===== config.mk =====
export PLATFORM = sky130hd
export DESIGN_NAME = query_enumerator
export DESIGN_NICKNAME = d
export VERILOG_FILES = /design/src/rtl/query_pkg.sv /design/src/rtl/query_enumerator_sol_fifo.sv /design/src/rtl/query_enumerator.sv
export SDC_FILE = /design/constraint.sdc
export NUM_CORES = 1
export LEC_CHECK = 0
export ABC_AREA = 1
export CORE_ASPECT_RATIO = 1.4
export CORE_UTILIZATION = 39
export DETAILED_ROUTE_END_ITERATION = 12
export PLACE_DENSITY = 0.57
export SETUP_SLACK_MARGIN = 0.4
export SLEW_MARGIN = 20
export SYNTH_ARGS = -nofsm -noshare
export SYNTH_HDL_FRONTEND = slang
export SYNTH_HIERARCHICAL = 1
export SYNTH_SLANG_ARGS = --single-unit

===== constraint.sdc =====
create_clock -name clk -period 2.9 [get_ports clk]
set_clock_uncertainty 0.1 [all_clocks]
set_input_delay 0.29 -clock clk [delete_from_list [all_inputs] [get_ports clk]]
set_output_delay 0.29 -clock clk [all_outputs]
set_load 0.02 [all_outputs]

===== src/rtl/query_pkg.sv =====
// Shared types and constants for the query enumerator and its solution FIFO.
package query_pkg;

  localparam int ATOM_BITS = 3;
  localparam int NUM_ATOMS = 6;

  typedef logic [ATOM_BITS-1:0] atom_t;

  typedef enum logic [1:0] {
    IDLE  = 2'd0,
    SCAN  = 2'd1,
    DRAIN = 2'd2
  } state_e;

  // Symbol codes of the friends program
  localparam atom_t SYM_ALICE   = 3'd0;
  localparam atom_t SYM_BOB     = 3'd1;
  localparam atom_t SYM_CHARLIE = 3'd2;
  localparam atom_t SYM_DAVE    = 3'd3;
  localparam atom_t SYM_EVE     = 3'd4;
  localparam atom_t SYM_HATES   = 3'd5;

endpackage


===== src/rtl/query_enumerator_sol_fifo.sv =====
// First-word fall-through solution FIFO with flush and an occupancy counter.
// Storage is rounded up to a power of two so a depth of 1 still has a valid pointer.
module sol_fifo #(
  parameter int WIDTH = 6,
  parameter int DEPTH = 4
) (
  input  logic             clk,
  input  logic             rst,
  input  logic             flush,
  input  logic             push,
  input  logic             pop,
  input  logic [WIDTH-1:0] din,
  output logic [WIDTH-1:0] dout,
  output logic             full,
  output logic             empty
);

  localparam int PTR_W = (DEPTH > 1) ? $clog2(DEPTH) : 1;
  localparam int CNT_W = $clog2(DEPTH + 1);
  localparam logic [PTR_W-1:0] PTR_LAST = PTR_W'(DEPTH - 1);
  localparam logic [CNT_W-1:0] OCC_FULL = CNT_W'(DEPTH);

  logic [WIDTH-1:0] mem [2**PTR_W];
  logic [PTR_W-1:0] wr_ptr, rd_ptr;
  logic [CNT_W-1:0] occ;
  logic             do_push, do_pop;

  assign full    = (occ == OCC_FULL);
  assign empty   = (occ == '0);
  assign do_pop  = pop && !empty && !flush;
  // a pop in the same cycle frees the slot for a push into a full FIFO
  assign do_push = push && !flush && (!full || do_pop);
  assign dout    = mem[rd_ptr];

  always_ff @(posedge clk) begin
    if (do_push) mem[wr_ptr] <= din;
  end

  always_ff @(posedge clk or posedge rst) begin
    if (rst) begin
      wr_ptr <= '0;
      rd_ptr <= '0;
      occ    <= '0;
    end else if (flush) begin
      wr_ptr <= '0;
      rd_ptr <= '0;
      occ    <= '0;
    end else begin
      if (do_push) wr_ptr <= (wr_ptr == PTR_LAST) ? '0 : wr_ptr + 1'b1;
      if (do_pop)  rd_ptr <= (rd_ptr == PTR_LAST) ? '0 : rd_ptr + 1'b1;
      if (do_push && !do_pop)      occ <= occ + 1'b1;
      else if (do_pop && !do_push) occ <= occ - 1'b1;
    end
  end

endmodule


===== src/rtl/query_enumerator.sv =====
// Enumerates (P1, P2, W) candidate tuples for an external query checker and
// queues each distinct satisfying (P1, P2) pair into a solution FIFO.
//   state | meaning
//   IDLE  | waiting for start, candidates hold
//   SCAN  | one candidate per cycle, W innermost, P1 outermost
//   DRAIN | scan finished, waiting for the FIFO to empty
module query_enumerator #(
  parameter int ATOM_BITS  = query_pkg::ATOM_BITS,
  parameter int NUM_ATOMS  = query_pkg::NUM_ATOMS,
  parameter int FIFO_DEPTH = 4,
  parameter int CNT_BITS   = 8
) (
  input  logic                 clk,
  input  logic                 rst,
  input  logic                 start,
  input  logic                 abort,
  output logic                 busy,
  output logic                 done,
  output logic [ATOM_BITS-1:0] cand_p1,
  output logic [ATOM_BITS-1:0] cand_p2,
  output logic [ATOM_BITS-1:0] cand_w,
  input  logic                 cand_ok,
  output logic                 sol_valid,
  input  logic                 sol_ready,
  output logic [ATOM_BITS-1:0] sol_p1,
  output logic [ATOM_BITS-1:0] sol_p2,
  output logic [CNT_BITS-1:0]  sol_count
);

  localparam logic [1:0] ST_IDLE  = query_pkg::IDLE;
  localparam logic [1:0] ST_SCAN  = query_pkg::SCAN;
  localparam logic [1:0] ST_DRAIN = query_pkg::DRAIN;
  localparam logic [ATOM_BITS-1:0] LAST = ATOM_BITS'(NUM_ATOMS - 1);

  logic [1:0]             state;
  logic                   fifo_full, fifo_empty;
  logic                   hit, stall, push, pop;
  logic                   last_w, last_p2, last_p1;
  logic [2*ATOM_BITS-1:0] sol_head;

  assign last_w  = (cand_w  == LAST);
  assign last_p2 = (cand_p2 == LAST);
  assign last_p1 = (cand_p1 == LAST);

  assign pop   = !fifo_empty && sol_ready;
  assign hit   = (state == ST_SCAN) && cand_ok && !abort;
  assign stall = hit && fifo_full && !pop;
  assign push  = hit && !stall;

  assign busy      = (state != ST_IDLE);
  assign done      = (state == ST_DRAIN) && fifo_empty && !abort;
  assign sol_valid = !fifo_empty;
  assign sol_p1    = sol_head[2*ATOM_BITS-1:ATOM_BITS];
  assign sol_p2    = sol_head[ATOM_BITS-1:0];

  sol_fifo #(
    .WIDTH (2*ATOM_BITS),
    .DEPTH (FIFO_DEPTH)
  ) u_sol_fifo (
    .clk   (clk),
    .rst   (rst),
    .flush (abort),
    .push  (push),
    .pop   (pop),
    .din   ({cand_p1, cand_p2}),
    .dout  (sol_head),
    .full  (fifo_full),
    .empty (fifo_empty)
  );

  always_ff @(posedge clk or posedge rst) begin
    if (rst) begin
      state     <= ST_IDLE;
      cand_p1   <= '0;
      cand_p2   <= '0;
      cand_w    <= '0;
      sol_count <= '0;
    end else if (abort) begin
      state <= ST_IDLE;
    end else begin
      case (state)
        ST_IDLE: begin
          if (start) begin
            state     <= ST_SCAN;
            cand_p1   <= '0;
            cand_p2   <= '0;
            cand_w    <= '0;
            sol_count <= '0;
          end
        end
        ST_SCAN: begin
          if (push) begin
            if (sol_count != '1) sol_count <= sol_count + 1'b1;
            // a hit closes the pair: skip remaining witnesses
            if (last_p1 && last_p2) begin
              state <= ST_DRAIN;
            end else begin
              cand_w <= '0;
              if (last_p2) begin
                cand_p2 <= '0;
                cand_p1 <= cand_p1 + 1'b1;
              end else begin
                cand_p2 <= cand_p2 + 1'b1;
              end
            end
          end else if (!stall) begin
            if (last_p1 && last_p2 && last_w) begin
              state <= ST_DRAIN;
            end else if (last_w) begin
              cand_w <= '0;
              if (last_p2) begin
                cand_p2 <= '0;
                cand_p1 <= cand_p1 + 1'b1;
              end else begin
                cand_p2 <= cand_p2 + 1'b1;
              end
            end else begin
              cand_w <= cand_w + 1'b1;
            end
          end
        end
        ST_DRAIN: begin
          if (fifo_empty) state <= ST_IDLE;
        end
        default: state <= ST_IDLE;
      endcase
    end
  end

endmodule


==> impl_metrics.yaml <==
floorplan:
  initial_core_util_pct: 40.51
  core_mm2: 0.007027
  die_w_um: 74.21
  num_io_pins: 32
  std_cell_rows: 36
  fp.dieArea_mm2: 0.007649
  chipHeight_um: 103.1
clocking:
  cts_made_buffers: 5
  cts_sinks: 50
  clk_pin_slew_ps: 100
  clock_path_buffers: 2
  insertion_delay_ps: 310
  cts-root-buf: "clkbuf_8"
  h-tree-depth: 2
  tritoncts: "yes"
timing:
  hold_slack_ps: 133.0
  finalSetupViolCount: 0
  hold_viol: 0
  relSlewSlack_pct: 44.03
  setup_ws_ps: 537.0
  tightest_slew_ps: 838.6
  setup_tns_ps: 0
  layout_min_cycle_time_ps: 2363
  fin_crit_sh_pct: 81.48
  max_freq_ghz: 0.4232
  rsz0062_at_grt: "yes"
  finalMaxSlewViolations: 0
global_route:
  grt_pass1_wl_um: 9611
  grt_pass1_vias: 2102
  grt_max_degree: 20
  grt_use_total_pct: 16.70
  grt-ovfl-total: 0
  grt_antenna_before_repair: 0
critical_path:
  critPathLaunchType: "register"
  crit_fanout: 7
  worstPathRequired_ps: 3010
  r2r_slack_ps: 540
  cp-end-kind: "register"
  crit_type: "reg -> reg"
  cp_data_arrival_time_ps: 2470
power:
  clkPwrFrac_pct: 21.4
  sw_frac_of_total_pct: 38.43
  leakagePower_nw: 1.418
  intPower_mw: 1.259
  ir_worst_vdd_v: 0.0002925
  combPwrFrac_pct: 32.8
  pwr-share-seq_pct: 45.8
  switchingPower_mw: 0.7861
  powerDensity_mw_per_mm2: 602.1
cells_and_area:
  finalNetCount: 369
  area_growth_syn_to_layout_pct: 19.34
  fillers: 702
  final_util_pct: 48.34
  diodes: 0
  drive_gt1_share_pct: 19.77
placed_design:
  numPortBuffers: 31
  gp_congestion: 0.7353
  place_ws_ps: 372.3
  dp_hpwl_um: 4282
route:
  totalWireLength_um: 5767
  first_pass_iters: 4
  wire_per_inst_um: 12.84
  drt_iter0_markers: 85
  drcViolationCount: 0
  vias: 2154
  viasPerCell: 4.797
  antenna_left: 0
yosys:
  yosysWarnings: 6
  syn_area_mm2: 0.002846
  synthCells: 314
  synth_area_per_cell_um2: 9.065
  synth_cell_types: 33
  synth_fp_nets: 330
  synth_seq_cells: 50
  yosysSeqAreaShare_pct: 48.18
run:
  cap_violations: 0
worst_hold_path:
  hp-class: "in -> async"
outcome:
  status: "finished clean"
cell families after synthesis:
kind of cell	share of synthesized area (%)
compound gates	8.703
xor+xnor	0.6155
flops	48.18
buf+inv	7.428
fa+ha+maj	4.659
simple gates	30.42
cell type report:
| cell class | count | area, um2 | share of cell area (%) |
|---|---|---|---|
| sequential | 50 | 1375 | 40.48 |
| multi-input combinational | 214 | 1285 | 37.83 |
| timing repair buffer | 36 | 347.8 | 10.24 |
| inverter | 46 | 172.7 | 5.083 |
| tap | 95 | 118.9 | 3.499 |
| clock buffer | 5 | 68.82 | 2.026 |
| clock inverter | 3 | 28.78 | 0.8471 |
flip-flops by register name, indices dropped and copies added (netlist names):
signal	cells
cand_p1	3
u_sol_fifo/occ	3
cand_w	3
u_sol_fifo/mem	24
u_sol_fifo/wr_ptr	2
cand_p2	3
state	2
u_sol_fifo/rd_ptr	2
sol_count	8
per-stage QoR:
| stage | instance area, um2 | std cells | power (mW) |
|---|---|---|---|
| after CTS | 3364 | 448 | 2.069 |
| after detailed placement | 3267 | 440 | 1.622 |
| after global routing | 3397 | 449 | 2.175 |
| after floorplan | 2846 | 314 | 1.395 |
| final | 3397 | 449 | 2.045 |
| after global placement | 3267 | 440 | 1.613 |
layout by cell type (no fill, tap or decap), types with 2 or more instances in the layout:
| master | netlist | routed |
|---|---|---|
| nand2_1 | 55 | 55 |
| inv_1 | 38 | 38 |
| nor2_1 | 32 | 32 |
| clkdlybuf4s50_1 | 0 | 31 |
| nand3_1 | 28 | 28 |
| edfxtp_1 | 24 | 24 |
| dfrtp_1 | 26 | 23 |
| o21ai_2 | 10 | 10 |
| o21ai_1 | 9 | 9 |
| ha_1 | 9 | 9 |
| inv_2 | 8 | 8 |
| nand2_2 | 8 | 8 |
| o21ai_0 | 8 | 8 |
| nand4_1 | 8 | 8 |
| o22ai_1 | 7 | 7 |
| nor2_2 | 7 | 6 |
| nor2_4 | 5 | 6 |
| clkbuf_8 | 0 | 5 |
| buf_4 | 0 | 5 |
| nor3_1 | 5 | 4 |
| nand3_2 | 3 | 3 |
| nand3_4 | 3 | 3 |
| dfrtp_2 | 0 | 3 |
| nand2_4 | 2 | 2 |
| xnor2_1 | 2 | 2 |
| a21oi_1 | 3 | 2 |
| or2_2 | 2 | 2 |
| clkinv_4 | 0 | 2 |
critical path, cell delays in order, from the launching register on:
cell	delay, ps
dfrtp_1	440
nor2_4	140
nand2_2	90
inv_1	100
inv_2	70
nand2_1	80
inv_1	90
inv_1	100
nand3_4	100
nand2_4	100
inv_1	50
ha_1	220
fa_1	390
inv_1	60
nand2_1	40
nand3_1	60
nand2_1	40
synth_stat cells, drive strengths merged:
library cell	n	share of area, %
inv	46	6.1
or2	3	0.66
nor4	1	0.22
o21ai	27	6.1
edfxtp	24	25
nand3	34	7.8
dfrtp	26	23
nand3b	1	0.40
nor3	5	0.88
ha	9	4.0
buf	4	1.4
xnor2	2	0.62
nand4	9	2.2
a211oi	1	0.26
nor2	44	7.7
a21oi	4	0.84
o22ai	7	1.5
fa	1	0.70
nand2	66	11
routing by layer:
metal	up-vias	global-route usage [%]	part of all wire, %
met2	27	31.61	54
met1	1003	18.54	42
met4	0	5.769	1.6
li1	1119	-	-
met5	-	0	0
met3	5	2.542	2.2
timing repair:
item                                    4_1_cts  5_1_grt
buffers inserted                              0        1
resized for setup                             0        7
hold buffers                                  0        0
endpoints found under the setup margin        0        8
power groups by stage:
stage | combinational (mW) | clock, mW | sequential (mW)
2_1_floorplan | 0.421 | 0 | 0.975
3_3_place_gp | 0.665 | 0 | 0.948
3_5_place_dp | 0.671 | 0 | 0.951
4_1_cts | 0.674 | 0.458 | 0.937
5_1_grt | 0.752 | 0.474 | 0.949
6_report | 0.671 | 0.439 | 0.936
worst paths after layout:
check	startpoint	end	cells after the start
max	u_sol_fifo/occ[0]$_DFFE_PP0P_	u_sol_fifo/occ[2]$_DFFE_PP0P_	16
max reg2reg	u_sol_fifo/occ[0]$_DFFE_PP0P_	u_sol_fifo/occ[2]$_DFFE_PP0P_	16
min in group clk	sol_count[7]$_DFFE_PP0P_	sol_count[7]$_DFFE_PP0P_	2
max in group asynchronous	rst	cand_p2[1]$_DFFE_PP0P_	2
min reg2reg	sol_count[7]$_DFFE_PP0P_	sol_count[7]$_DFFE_PP0P_	2
min	rst	u_sol_fifo/wr_ptr[1]$_DFFE_PP0P_	2
Note: power is estimated with default switching activity, not from simulation.
